## config.mk

```make
export PLATFORM = sky130hd
export DESIGN_NAME = seq_tx_check
export DESIGN_NICKNAME = d
export VERILOG_FILES = /design/src/rtl/seq_pkg.sv /design/src/rtl/seq_model.sv /design/src/rtl/seq_tx_check.sv
export SDC_FILE = /design/constraint.sdc
export NUM_CORES = 1
export LEC_CHECK = 0
export BUFFER_PORTS_ARGS = -buffer_cell sky130_fd_sc_hd__buf_2
export CORE_UTILIZATION = 50
export DETAILED_ROUTE_END_ITERATION = 10
export PLACE_DENSITY = 0.77
export REMOVE_ABC_BUFFERS = 1
export SKIP_LAST_GASP = 1
export SLEW_MARGIN = 20
export SYNTH_ARGS = -nofsm -noshare
export SYNTH_HDL_FRONTEND = slang
export SYNTH_HIERARCHICAL = 1
export SYNTH_SLANG_ARGS = --single-unit
```

## constraint.sdc

```tcl
create_clock -name clk -period 2.3 [get_ports clk]
set_input_delay 0.23 -clock clk [delete_from_list [all_inputs] [get_ports clk]]
set_output_delay 0.23 -clock clk [all_outputs]
set_load 0.05 [all_outputs]
```

## src/rtl/seq_pkg.sv

```systemverilog
// Shared types and constants for the sequence-detector transmit/check block.
package seq_pkg;

    typedef enum logic [2:0] {
        S0, S1, S2, S3, S4, S5, S6, S7
    } fsm_state_t;

    typedef enum logic [1:0] {
        IDLE, SEND, DONE
    } ctrl_state_t;

    localparam logic [3:0] MAX_LEN = 4'd8;

    // A length of 0 means a full byte; anything above MAX_LEN is clamped.
    function automatic logic [3:0] eff_len(input logic [3:0] len);
        if (len == 4'd0 || len > MAX_LEN)
            return MAX_LEN;
        return len;
    endfunction

endpackage

```

## src/rtl/seq_model.sv

```systemverilog
// Combinational reference model of the Mealy sequence detector under test.
module seq_model
    import seq_pkg::*;
(
    input  fsm_state_t state,
    input  logic       x,
    output fsm_state_t next_state,
    output logic       y_exp
);

    always_comb begin
        next_state = S0;
        y_exp      = 1'b0;
        unique case (state)
            S0: begin next_state = x ? S1 : S5; y_exp = 1'b0;       end
            S1: begin next_state = x ? S2 : S3; y_exp = 1'b0;       end
            S2: begin next_state = x ? S4 : S5; y_exp = 1'b0;       end
            S3: begin next_state = x ? S0 : S6; y_exp = ~x;         end
            S4: begin next_state = x ? S2 : S3; y_exp = 1'b0;       end
            S5: begin next_state = x ? S1 : S5; y_exp = 1'b1;       end
            S6: begin next_state = x ? S7 : S6; y_exp = x;          end
            S7: begin next_state = x ? S0 : S6; y_exp = ~x;         end
            default: begin next_state = S0; y_exp = 1'b0;           end
        endcase
    end

endmodule

```

## src/rtl/seq_tx_check.sv

```systemverilog
// Serialises a burst of bits into the FSM under test and checks its Mealy
// output against a reference model that tracks it bit by bit.
module seq_tx_check
    import seq_pkg::*;
(
    input  logic       clk,
    input  logic       reset,
    input  logic       load_valid,
    output logic       load_ready,
    input  logic [7:0] load_data,
    input  logic [3:0] load_len,
    output logic       x,
    input  logic       y_in,
    output logic       busy,
    output logic       done,
    output logic       pass,
    output logic [3:0] mismatch_cnt,
    output logic [2:0] model_state
);

    ctrl_state_t ctrl_q, ctrl_d;
    fsm_state_t  model_q, model_d;
    fsm_state_t  model_next;
    logic        y_exp;
    logic        x_q, x_d;
    logic [7:0]  shift_q, shift_d;
    logic [3:0]  cnt_q, cnt_d;
    logic [3:0]  mcnt_q, mcnt_d;

    seq_model u_model (
        .state      (model_q),
        .x          (x_q),
        .next_state (model_next),
        .y_exp      (y_exp)
    );

    // x is registered, so the first bit is loaded into x_q on the accept edge
    // and the shift register holds only the bits still to come.
    always_comb begin
        ctrl_d  = ctrl_q;
        model_d = model_q;
        x_d     = x_q;
        shift_d = shift_q;
        cnt_d   = cnt_q;
        mcnt_d  = mcnt_q;
        unique case (ctrl_q)
            IDLE: begin
                x_d = 1'b0;
                if (load_valid) begin
                    x_d     = load_data[0];
                    shift_d = load_data >> 1;
                    cnt_d   = eff_len(load_len);
                    mcnt_d  = '0;
                    ctrl_d  = SEND;
                end
            end
            SEND: begin
                model_d = model_next;
                if (y_in != y_exp && mcnt_q < MAX_LEN)
                    mcnt_d = mcnt_q + 4'd1;
                cnt_d = cnt_q - 4'd1;
                if (cnt_q == 4'd1) begin
                    ctrl_d  = DONE;
                    x_d     = 1'b0;
                    shift_d = '0;
                end else begin
                    x_d     = shift_q[0];
                    shift_d = shift_q >> 1;
                end
            end
            DONE: begin
                x_d    = 1'b0;
                ctrl_d = IDLE;
            end
            default: begin
                x_d    = 1'b0;
                ctrl_d = IDLE;
            end
        endcase
    end

    always_ff @(posedge clk) begin
        if (reset) begin
            ctrl_q  <= IDLE;
            model_q <= S0;
            x_q     <= 1'b0;
            shift_q <= '0;
            cnt_q   <= '0;
            mcnt_q  <= '0;
        end else begin
            ctrl_q  <= ctrl_d;
            model_q <= model_d;
            x_q     <= x_d;
            shift_q <= shift_d;
            cnt_q   <= cnt_d;
            mcnt_q  <= mcnt_d;
        end
    end

    assign load_ready   = (ctrl_q == IDLE);
    assign busy         = (ctrl_q == SEND);
    assign done         = (ctrl_q == DONE);
    assign pass         = (ctrl_q == DONE) && (mcnt_q == 4'd0);
    assign x            = x_q;
    assign mismatch_cnt = mcnt_q;
    assign model_state  = model_q;

endmodule

```

==> metrics, run 1 <==
Crit. End Element=primary output; detailed-route wire length=2460 µm; sw power=0.000299 W; Clock Sinks=21; Worst-Skew Late Latency=0.32 ns; Area Growth Syn to Fin=13.3%; setup violators final=0; Fin. Hold Viols=0; Max Root-Sink Buffers=2; grt total ovfl=0; Port Buffer Count=27; I/O pins=28; P per Cell Area=654 nW/µm²; ANT cells=0; Final TNS setup=0 ns; critical path required time=2.07 ns; fmax=511 MHz; H-tree depth=1; layout cells sized above 1=23.3%; internal power=0.000544 W; setup ws final=0.343 ns; worst hold path class=in -> reg; synth warn=6; CTS hold repair buffers=0; Horiz. Die Dim=49.7 µm; Seq/Total Area, Yosys=37.0%; crit-path max cell delay=0.58 ns; clock network power share=22.1%; dpl ws=0.454 ns; postcts setup bufs=0; kind of critical path=reg -> out; CTS clk-pin slew, worst paths=0.12 ns; Worst Tran Pin Value=0.546 ns; CTS tree=built; first-pass GRT wire length=4320 µm; initial drt markers=22; Peak VDD IR=427 µV; Slew HR=63.3%; vias in the first global route=1013; DR WL/cell=13.2 µm; final worst path period share=85.1%; Lkg Pwr=0.582 nW; placeable core region=2040 µm²; #FFs+latches synth=21; initial antenna violation count=0; Post-Syn Area per Cell=8.42 µm²; max-slew violation count=0; Critical Path AT=1.73 ns; Sw Share=35.4%; Combinational Power Share=27.4%; Seq pwr share=50.6%; vias per inst=5.78; status=finished, final reports clean; root buf cell=clkbuf_4; Yosys cell types=36; die height=49.7 µm; Initial Util=55.7%; fin crit period=1.96 ns; max-cap violation count=0; routed via count=1075; slowest CP cell=dfxtp_1; die area=2470 µm²; # resized after CTS=0; worst-path cell chain=nand2b_4 -> inv_1 -> buf_2; Placer Congestion=0.767; Syn Std Cell Area=1140 µm²; Num CTS Buffers=3; Startpoint Class=flip-flop; Final nets=180; RSZ-0062 raised after global routing=no; hpwl dp=1790 µm; Remaining DRCs=0; Routed Antenna Nets=0; # rows=16; largest net degree at the start of global routing=23; synthesized instance count=135; Total GRT Usage=22.4%; Critical Path Fanout Max=18; clock skew=0.00587 ns; Initial DRT Pass Iterations=4
power by group through the flow:
| stage | Sequential (W) | Combinational (W) | Clock (W) |
|---|---|---|---|
| 2_1_floorplan | 0.000454 | 0.000147 | 0 |
| 3_5_place_dp | 0.000435 | 0.000231 | 0 |
| 6_report | 0.000426 | 0.000231 | 0.000186 |
| 5_1_grt | 0.000434 | 0.000255 | 0.000204 |
| 3_3_place_gp | 0.000432 | 0.000226 | 0 |
| 4_1_cts | 0.000426 | 0.000232 | 0.000188 |
registers in the layout, indices dropped and copies added, names as in the netlist:
name,flops
shift_q,7
model_state,3
ctrl_q,2
mismatch_cnt,4
x,1
cnt_q,4
stage by stage:
stage                     cell area (µm²)  hold slack [ns]  std cells  power (W)  utilization, %
after CTS                            1290            0.153        186   0.000846            63.1
after global placement               1260            0.471        182   0.000658            61.8
after global routing                 1290            0.154        186   0.000892            63.1
after floorplan                      1090            0.292        128   0.000601               -
after detailed placement             1260            0.483        182   0.000666            61.8
final                                1290            0.149        186   0.000843            63.1
placed cells by master, fill, tap and decap left out, types with 3 or more instances in the layout:
cell,n
inv_1,7
a21oi_1,8
nor2b_1,6
nand2_1,10
nor3_1,10
dfxtp_1,21
ha_1,4
o21ai_0,7
a221oi_1,6
nor2_1,19
buf_2,27
clkbuf_4,3
logic make-up after synthesis:
logic type	Yosys count	synth area share, %
AOI/OAI and AO/OA	34	21.2
buffers and inverters	14	6.27
xor gates and xnor gates	1	0.770
DFF	21	37.0
and+or+nand+nor	58	27.6
adders and majority gates	5	5.39
muxes	2	1.76
routing by layer:
metal	up-vias	track usage, %	routed length [µm]
met5	-	0	0
met4	0	8.57	45
met3	5	2.16	103
met2	31	41.4	1230
met1	511	26.2	1080
li1	528	-	-
critical path, delay by kind of cell (launching register included):
kind | cells | cell delay, ns
buf+inv | 2 | 0.61
flops | 1 | 0.58
simple gates | 1 | 0.21
cell type report:
type                            instances  area [µm²]
Fill cell                             193         753
Multi-Input combinational cell        100         646
Sequential cell                        21         420
Timing Repair Buffer                   27         135
Tap cell                               27        33.8
Inverter                                7        26.3
Clock buffer                            3        22.5
Clock inverter                          1        5.00
path summary, 6_finish.rpt:
check	start	endpoint	slack, ns	cells past startpoint
max reg2reg	model_state[0]	mismatch_cnt[2]	0.41	7
min reg2reg	shift_q[3]	shift_q[3]	0.50	2
max	ctrl_q[0]	busy	0.34	3
min	load_data[7]	shift_q[6]	0.15	3
cells in the mapped netlist:
cell type  instances  share of area, %
a211o_1            1              0.77
a211oi_1           2               1.3
a21oi_1            8               3.5
a21oi_2            1              0.77
a21oi_4            1               1.4
a221oi_1           6               4.6
a22oi_1            2               1.3
a311oi_1           1              0.77
a41oi_1            2               1.5
and3_1             2               1.1
and3b_1            1              0.77
and4b_1            1              0.88
buf_2              3               1.3
buf_6              2               2.0
clkbuf_1           2              0.66
dfxtp_1           21                37
ha_1               4               4.4
inv_1              7               2.3
maj3_2             1              0.99
mux2i_1            2               1.8
nand2_1           10               3.3
nand2b_4           1               1.2
nand3b_1           1              0.66
nand3b_4           1               1.8
nor2_1            19               6.3
nor2b_1            6               3.3
nor3_1            10               4.4
nor3_2             1              0.88
nor3b_1            1              0.66
o21ai_0            7               3.1
o22ai_1            1              0.55
o31a_1             2               1.5
or2_1              2               1.1
or3_1              1              0.55
or3b_1             1              0.77
xnor2_1            1              0.77
Power figures use the tool's default switching activity.
==> run 2: changes to the inputs <==
CORE_UTILIZATION = 47   (was 50)
PLACE_DENSITY = 0.85   (was 0.77)
clock period = 1.7 ns   (was 2.3 ns; I/O delays follow)
==> metrics, run 2 (same netlist as run 1, synthesis figures left out) <==
slowest CP cell=dfxtp_2; Area Growth Syn to Fin=19.0%; Top cell by count, worst path=o21ai_1; fmax=600 MHz; Worst-Skew Late Latency=0.30 ns (-0.02 ns); crit-path max cell delay=0.37 ns (-0.21 ns); critical path required time=1.88 ns (-0.19 ns); initial antenna violation count=0 (unchanged); Lkg Pwr=0.618 nW (+6.2%); DR WL/cell=13.9 µm (+5.0%); max-slew violation count=0 (unchanged); Final TNS setup=0 ns (unchanged); Port Buffer Count=27 (unchanged); Startpoint Class=flip-flop; most frequent cells in the layout=buf_2 (27), nor2_1 (19), dfxtp_1 (18), nand2_1 (10), nor3_1 (9); Crit. End Element=flip-flop; final worst path period share=98.0%; Routed Antenna Nets=0 (unchanged); worst hold path class=in -> reg; Clock Sinks=21 (unchanged); vias in the first global route=1013 (unchanged); Critical Path Fanout Max=4 (-14); kind of critical path=reg -> reg; max-cap violation count=0 (unchanged); placed instance area=1310 µm² (+3.7%); CTS clk-pin slew, worst paths=0.11 ns (about the same); grt total ovfl=0 (unchanged); Max Root-Sink Buffers=2 (unchanged); routed via count=1149 (+6.9%); commonest non-fill, non-tap cell in the layout=buf_2; Remaining DRCs=0 (unchanged); P per Cell Area=857 nW/µm² (+31%); Fillers=215 (+11%); Peak VDD IR=636 µV (+49%); vias per inst=5.92 (+2.5%); setup violators final=0 (unchanged); initial drt markers=23 (+4.5%); die area=2620 µm² (+6.1%); max reg flops=7 (unchanged); Final nets=187 (+3.9%); largest net degree at the start of global routing=23 (unchanged); clock skew=0.000804 ns (-0.00507 ns); CTS tree=built; fin crit period=1.67 ns; Initial DRT Pass Iterations=4 (unchanged); Sw Share=34.4% (-0.99 points); clock network power share=20.5% (-1.6 points); post-route cell area=1350 µm² (+5.0%); Combinational Power Share=30.2% (+2.8 points); root buf cell=clkbuf_4; ANT cells=0 (unchanged); die height=51.2 µm (+3.0%); internal power=0.000761 W (+40%); hpwl dp=1950 µm (+9.2%); worst path bufs/invs=0 (-2); Critical Path AT=1.85 ns (+0.12 ns); CTS hold repair buffers=0 (unchanged); Horiz. Die Dim=51.2 µm (+3.0%); Fin. Hold Viols=0 (unchanged); Num CTS Buffers=3 (unchanged); # rows=17 (+1); first-pass GRT wire length=4390 µm (+1.6%); sw power=0.000400 W (+34%); Placer Congestion=0.819 (+6.8%); cell family with most CP delay=compound AO/OA/AOI/OAI gates; layout cells sized above 1=28.9% (+5.6 points); Total GRT Usage=22.3% (-0.097 points); Seq pwr share=49.3% (-1.3 points); status=finished, final reports clean; H-tree depth=1 (unchanged); Biggest register=shift_q; Initial Util=50.4% (-5.3 points); placeable core region=2250 µm² (+10%); Slew HR=63.1% (-0.21 points); I/O pins=28 (unchanged); detailed-route wire length=2700 µm (+9.5%); Total Power=0.00116 W (+38%); Worst Tran Pin Value=0.549 ns (+0.00308 ns); worst-path cell chain=and3b_1 -> o21ai_2 -> o21ai_1 -> xnor2_1 -> o31a_1 -> o21ai_1 -> a21oi_1
[run 2: final timing paths]
path	slack, ns	from	depth (start not counted)	to
max	0.03	model_state[0]	7	mismatch_cnt[2]
min	0.11	load_data[7]	3	shift_q[6]
max reg2reg	0.03	model_state[0]	7	mismatch_cnt[2]
min reg2reg	0.50	shift_q[5]	2	shift_q[5]
[run 2: cell type report]
cell class / count / area, µm² / share of cell area, %
flip-flops and latches: 21 / 424 / 31.3
repair buffers: 34 / 188 / 13.9
well taps: 28 / 35.0 / 2.59
clock buffers: 4 / 26.3 / 1.94
inverters: 7 / 26.3 / 1.94
multi-input cells: 100 / 654 / 48.3
[run 2: routing by layer]
layer  global-route usage, %  share of wire [%]  wire [µm]  vias to the layer above
met2                    39.5                 52       1400                       45
met1                    27.3                 42       1130                      550
met3                    1.79                5.0        135                        5
met4                    9.72                1.4         37                        0
li1                        -                  -          -                      549
met5                       0                  0          0                        -
[run 2: power groups by stage]
stage	registers [W]	logic [W]	clock network, W
5_1_grt	0.000578	0.000382	0.000269
4_1_cts	0.000570	0.000343	0.000244
6_report	0.000572	0.000351	0.000238
3_5_place_dp	0.000581	0.000340	0
3_3_place_gp	0.000577	0.000330	0
2_1_floorplan	0.000614	0.000199	0
[run 2: worst register-to-register path: stages (launching register included)]
cell and delay, ns:
dfxtp_2 0.37, and3b_1 0.19, o21ai_2 0.12, o21ai_1 0.09, xnor2_1 0.18, o31a_1 0.36
o21ai_1 0.15, a21oi_1 0.09
[run 2: through the flow]
stage	instances	hold WS, ns	utilization [%]	setup slack [ns]
floorplan	128	0.232	-	-0.326
global placement	189	0.415	58.0	0.0847
detailed placement	189	0.431	58.0	-0.0551
CTS	193	0.110	59.2	0.0108
global route	194	0.137	60.0	-0.0223
finish	194	0.111	60.0	0.0337
[run 2: what timing repair did]
action	4_1_cts	5_1_grt
setup endpoints to repair	3	6
pin swaps	0	3
resized for setup	2	6
setup buffers	0	1
